File: src/rtl/mult_arbiter_pkg.sv
// mult_arbiter_pkg: state encoding, default timeout and index-width helper
// shared by the multiplier arbiter and its round-robin picker.
package mult_arbiter_pkg;

    localparam logic [1:0] S_IDLE  = 2'd0;
    localparam logic [1:0] S_ISSUE = 2'd1;
    localparam logic [1:0] S_WAIT  = 2'd2;
    localparam logic [1:0] S_RESP  = 2'd3;

    localparam int TIMEOUT_DEF = 64;

    function automatic int idx_w(input int n);
        return (n > 1) ? $clog2(n) : 1;
    endfunction

endpackage

File: src/rtl/mult_arbiter_rr_picker.sv
// rr_picker: combinational round-robin select; the search starts just after
// the last owner so that owner ends up with the lowest priority.
module rr_picker
    import mult_arbiter_pkg::*;
#(
    parameter  int N_REQ = 2,
    localparam int IW    = idx_w(N_REQ)
)(
    input  logic [N_REQ-1:0] req,
    input  logic [IW-1:0]    last,
    output logic [N_REQ-1:0] gnt,
    output logic [IW-1:0]    idx,
    output logic             valid
);

    logic [IW-1:0] j;

    // Walk from farthest to nearest so the nearest requester wins.
    always_comb begin
        valid = 1'b0;
        idx   = '0;
        j     = '0;
        for (int k = N_REQ; k >= 1; k--) begin
            j = IW'((int'(last) + k) % N_REQ);
            if (req[j]) begin
                valid = 1'b1;
                idx   = j;
            end
        end
    end

    assign gnt = valid ? ({{(N_REQ-1){1'b0}}, 1'b1} << idx) : '0;

endmodule

File: src/rtl/mult_arbiter.sv
// mult_arbiter: round-robin sharing of one sequential multiplier among N_REQ
// requesters. Optional WAIT timeout is enabled by defining MULTARB_TIMEOUT_EN.
module mult_arbiter
    import mult_arbiter_pkg::*;
#(
    parameter int N_REQ   = 2,
    parameter int W       = 8,
    parameter int TIMEOUT = TIMEOUT_DEF
)(
    input  logic               clk,
    input  logic               reset,
    input  logic [N_REQ-1:0]   req,
    input  logic [N_REQ*W-1:0] req_a,
    input  logic [N_REQ*W-1:0] req_b,
    output logic [N_REQ-1:0]   gnt,
    output logic [N_REQ-1:0]   rsp_valid,
    output logic [2*W-1:0]     rsp_p,
    output logic               rsp_err,
    output logic               arb_busy,
    output logic               m_start,
    output logic [W-1:0]       m_a,
    output logic [W-1:0]       m_b,
    input  logic [2*W-1:0]     m_p,
    input  logic               m_done
);

    localparam int IW = idx_w(N_REQ);

    if (N_REQ < 2 || N_REQ > 4 || TIMEOUT < 1) begin : g_bad_params
        $error("mult_arbiter: N_REQ must be 2..4 and TIMEOUT positive");
    end

    logic [1:0]       state, state_n;
    logic [IW-1:0]    owner, last, win_idx;
    logic [N_REQ-1:0] win_gnt;
    logic             win_valid;
    logic             tmo;

    rr_picker #(.N_REQ(N_REQ)) u_picker (
        .req   (req),
        .last  (last),
        .gnt   (win_gnt),
        .idx   (win_idx),
        .valid (win_valid)
    );

    always_comb begin
        state_n = (state == S_IDLE)  ? (win_valid ? S_ISSUE : S_IDLE) :
                  (state == S_ISSUE) ? S_WAIT :
                  (state == S_WAIT)  ? ((m_done || tmo) ? S_RESP : S_WAIT) :
                                       S_IDLE;
    end

    always_ff @(posedge clk) begin
        if (reset) begin
            state     <= S_IDLE;
            owner     <= '0;
            last      <= IW'(N_REQ - 1);
            gnt       <= '0;
            rsp_valid <= '0;
            rsp_p     <= '0;
            m_start   <= 1'b0;
            m_a       <= '0;
            m_b       <= '0;
            arb_busy  <= 1'b0;
        end else begin
            state     <= state_n;
            arb_busy  <= (state_n != S_IDLE);
            gnt       <= '0;
            rsp_valid <= '0;
            m_start   <= 1'b0;
            if (state == S_IDLE && win_valid) begin
                owner   <= win_idx;
                gnt     <= win_gnt;
                m_start <= 1'b1;
                m_a     <= req_a[win_idx*W +: W];
                m_b     <= req_b[win_idx*W +: W];
            end
            // A real done in the timeout cycle still delivers the product.
            if (state == S_WAIT && (m_done || tmo)) begin
                rsp_p     <= m_done ? m_p : '0;
                rsp_valid <= {{(N_REQ-1){1'b0}}, 1'b1} << owner;
            end
            if (state == S_RESP)
                last <= owner;
        end
    end

`ifdef MULTARB_TIMEOUT_EN
    localparam int CW = $clog2(TIMEOUT) + 1;

    logic [CW-1:0] cnt;

    assign tmo = (state == S_WAIT) && (cnt == CW'(TIMEOUT - 1));

    always_ff @(posedge clk) begin
        if (reset) begin
            cnt     <= '0;
            rsp_err <= 1'b0;
        end else begin
            cnt <= (state == S_WAIT) ? cnt + 1'b1 : '0;
            if (state == S_IDLE && win_valid)
                rsp_err <= 1'b0;
            else if (tmo && !m_done)
                rsp_err <= 1'b1;
        end
    end
`else
    assign tmo     = 1'b0;
    assign rsp_err = 1'b0;
`endif

endmodule

File: config.mk
export PLATFORM = sky130hd
export DESIGN_NAME = mult_arbiter
export DESIGN_NICKNAME = d
export VERILOG_FILES = /design/src/rtl/mult_arbiter_pkg.sv /design/src/rtl/mult_arbiter_rr_picker.sv /design/src/rtl/mult_arbiter.sv
export SDC_FILE = /design/constraint.sdc
export NUM_CORES = 1
export LEC_CHECK = 0
export CORE_MARGIN = 4
export CORE_UTILIZATION = 41
export CTS_CLUSTER_SIZE = 14
export DETAILED_ROUTE_END_ITERATION = 6
export HOLD_SLACK_MARGIN = 0.12
export PLACE_DENSITY = 0.84
export REMOVE_ABC_BUFFERS = 1
export SYNTH_ARGS = -nofsm -noshare
export SYNTH_HDL_FRONTEND = slang
export SYNTH_SLANG_ARGS = --single-unit
File: constraint.sdc
create_clock -name clk -period 2.65 [get_ports clk]
set_input_delay 0.3975 -clock clk [delete_from_list [all_inputs] [get_ports clk]]
set_output_delay 0.3975 -clock clk [all_outputs]
set_load 0.02 [all_outputs]
==> flow_summary.yaml <==
logic_synthesis:
  synth_top_family_by_area: "compound AO/OA/AOI/OAI gates"
  synth_fa_ha_area_frac: 0.0295
  yosys-top-cells-count: "51 x nand2_1, 42 x dfxtp_1, 35 x a21oi_1"
  syn_avg_cell_area_um2: 8.51
  yosys_register_bits: 42
  synth_cell_type_count: 22
  netlist_area_um2: 1690
  yosys.area_share.simple: 0.178
  synth_largest_area_cell: "dfxtp_1"
  synthXorXnorAreaFrac: 0
  synthCells: 199
  muxShareOfSynthArea: 0
  synthFlopType: "dfxtp_1"
  async_flop_share: 0
  synth_warnings: 0
  yosysSeqAreaShare: 0.496
  synth_top_area_share: 0.496
  synth_area_leaders: "dfxtp_1 50%, nand2_1 11%, a21oi_1 10%, a211oi_2 6.6%, nor2_1 4.4%"
  synth_compound_area_frac: 0.230
  synth-edff-count: 0
  synth.most_common_cell: "nand2_1"
setup_path:
  cp_data_required_time_ns: 2.84
  setup.worst_path.class: "input port to flip-flop"
  critPathLaunchType: "input port"
  cp_cell_sequence: "clkdlybuf4s50_1 > o21a_1 > nor2_1 > a211oi_1"
  slowest_stage: "o21a_1"
  critical_path.max_stage_delay_ns: 0.60
  reg2reg_setup_slack_ns: 1.03
  critPathCaptureType: "flip-flop"
  worstPathArrival_ns: 1.90
  cp_max_fo: 18
placement:
  numPlacedInstances: 324
  gp_congestion: 0.741
  hpwl_mm: 3.29
  io_buffers: 90
cts:
  post-cts-setup-buffers: 0
  cts_buffers: 5
  htreeDepth: 2
  clk_path_buf_depth: 2
  path_clk_slew_ns: 0.07
  cts_hold_buf: 0
  clock_sinks: 42
  cts_root_buf: "clkbuf_8"
  clock_latency_ns: 0.28
  cts_tree: "yes"
  cts_resized: 0
worst_hold_path:
  worst_hold_path_type: "flip-flop to flip-flop"
floorplan:
  die_w_um: 72.3
  fp.dieH_um: 72.3
  placementRows: 23
  start_util: 0.424
  boundaryPins: 92
  die_area_um2: 5220
  core_um2: 4000
global_routing:
  grt_overflow_total: 0
  grt_pass1_vias: 1589
  antenna_found_initial: 0
  track_usage: 0.176
  grt_start_max_net_pins: 43
  grt_pass1_wl_mm: 7.30
sta:
  period_share: 0.647
  relSlewSlack: 0.427
  finalMaxSlewViolations: 0
  layout_min_cycle_time_ns: 1.71
  max_freq_ghz: 0.583
  whs_ns: 0.455
  rsz0062_at_grt: "no"
  setup_tns_ns: 0
  final_hold_viol_count: 0
  fin_skew_ns: 0.00332
  tightest_slew_ns: 0.860
  setup_viol: 0
routing:
  wl_per_cell_um: 13.8
  finalWirelength_mm: 4.56
  firstDrtPassIters: 4
  drc: 0
  final_antenna_net_count: 0
  dr_total_vias: 1622
  drt-vias-per-instance: 4.92
  drt_iter0_markers: 103
run_status:
  status: "completed"
final_layout:
  area_growth_pct: 56.2
  insertedDiodeCount: 0
  stdcell_count: 330
  nNetsFinal: 338
  final_layout_size_suffix_gt1_frac: 0.0679
power:
  max-vdd-ir-drop_v: 0.000494
  powerDensity_nw_per_um2: 624
  p_leak_uw: 0.000988
run:
  maxCapViolCount: 0
power by group:
part / switching (uW) / internal, uW / total (uW)
Combinational: 272 / 250 / 522
Clock: 193 / 201 / 394
Sequential: 34.9 / 701 / 736
state kept, by name, indices dropped and copies added (netlist names):
name and flops:
m_a 8, owner 1, arb_busy 1, rsp_valid 2, last 1, m_start 1, gnt 2, rsp_p 16
state 2, m_b 8
metrics by stage:
stage,power (uW),area [um^2],util,setup slack (ns)
detailed placement,1270,2560,0.641,0.654
global route,1740,2650,0.662,0.783
floorplan,1010,1600,-,1.13
global placement,1260,2560,0.641,0.707
finish,1650,2650,0.662,0.936
CTS,1670,2650,0.662,0.947
worst max-delay path, delay by kind of cell:
| kind | cells | cell delay, ns |
|---|---|---|
| buffers and inverters | 1 | 0.57 |
| AO/OA/AOI/OAI | 2 | 0.84 |
| AND/OR/NAND/NOR | 1 | 0.09 |
kinds of logic (layout without fill, tap and decap cells):
family	Yosys count	after routing
buf+inv	19	100
other cells	1	1
fa+ha+maj	4	4
simple gates	77	77
compound gates	56	56
flops	42	42
cells in the final DEF (no fill, tap or decap):
| cell | instances |
|---|---|
| clkdlybuf4s50_1 | 89 |
| nand2_1 | 51 |
| dfxtp_1 | 42 |
| a21oi_1 | 35 |
| nor2_1 | 20 |
| a211oi_2 | 9 |
| a211oi_1 | 7 |
| clkbuf_8 | 6 |
| ha_1 | 4 |
| inv_1 | 3 |
| nor3_1 | 3 |
| a21boi_4 | 1 |
| o21ai_1 | 1 |
| and2_1 | 1 |
| a21bo_2 | 1 |
| nor3b_1 | 1 |
| o21a_1 | 1 |
| nor2b_1 | 1 |
| a211o_1 | 1 |
| conb_1 | 1 |
| buf_2 | 1 |
| buf_4 | 1 |
worst paths after layout:
| kind | start | endpoint | depth (start not counted) |
|---|---|---|---|
| worst max-delay path | req[0] | m_b[2] | 4 |
| worst min-delay path | rsp_p[12] | rsp_p[12] | 2 |
| worst max register to register | state[1] | m_b[2] | 5 |
| worst min register to register | rsp_p[12] | rsp_p[12] | 2 |
layer usage:
metal,global-route usage,vias up,share of wire
li1,-,819,-
met2,0.304,43,0.52
met5,0,-,0
met3,0.0416,10,0.041
met1,0.215,750,0.42
met4,0.0564,0,0.021
cell type report:
class                      instances  area [um^2]
clock buffer                       6         82.6
fill                             328         1350
inverter                           3         11.3
multi-input combinational        138          746
sequential                        42          841
tap                               50         62.6
timing repair buffer              91          903
(Power assumes the default switching activity.)
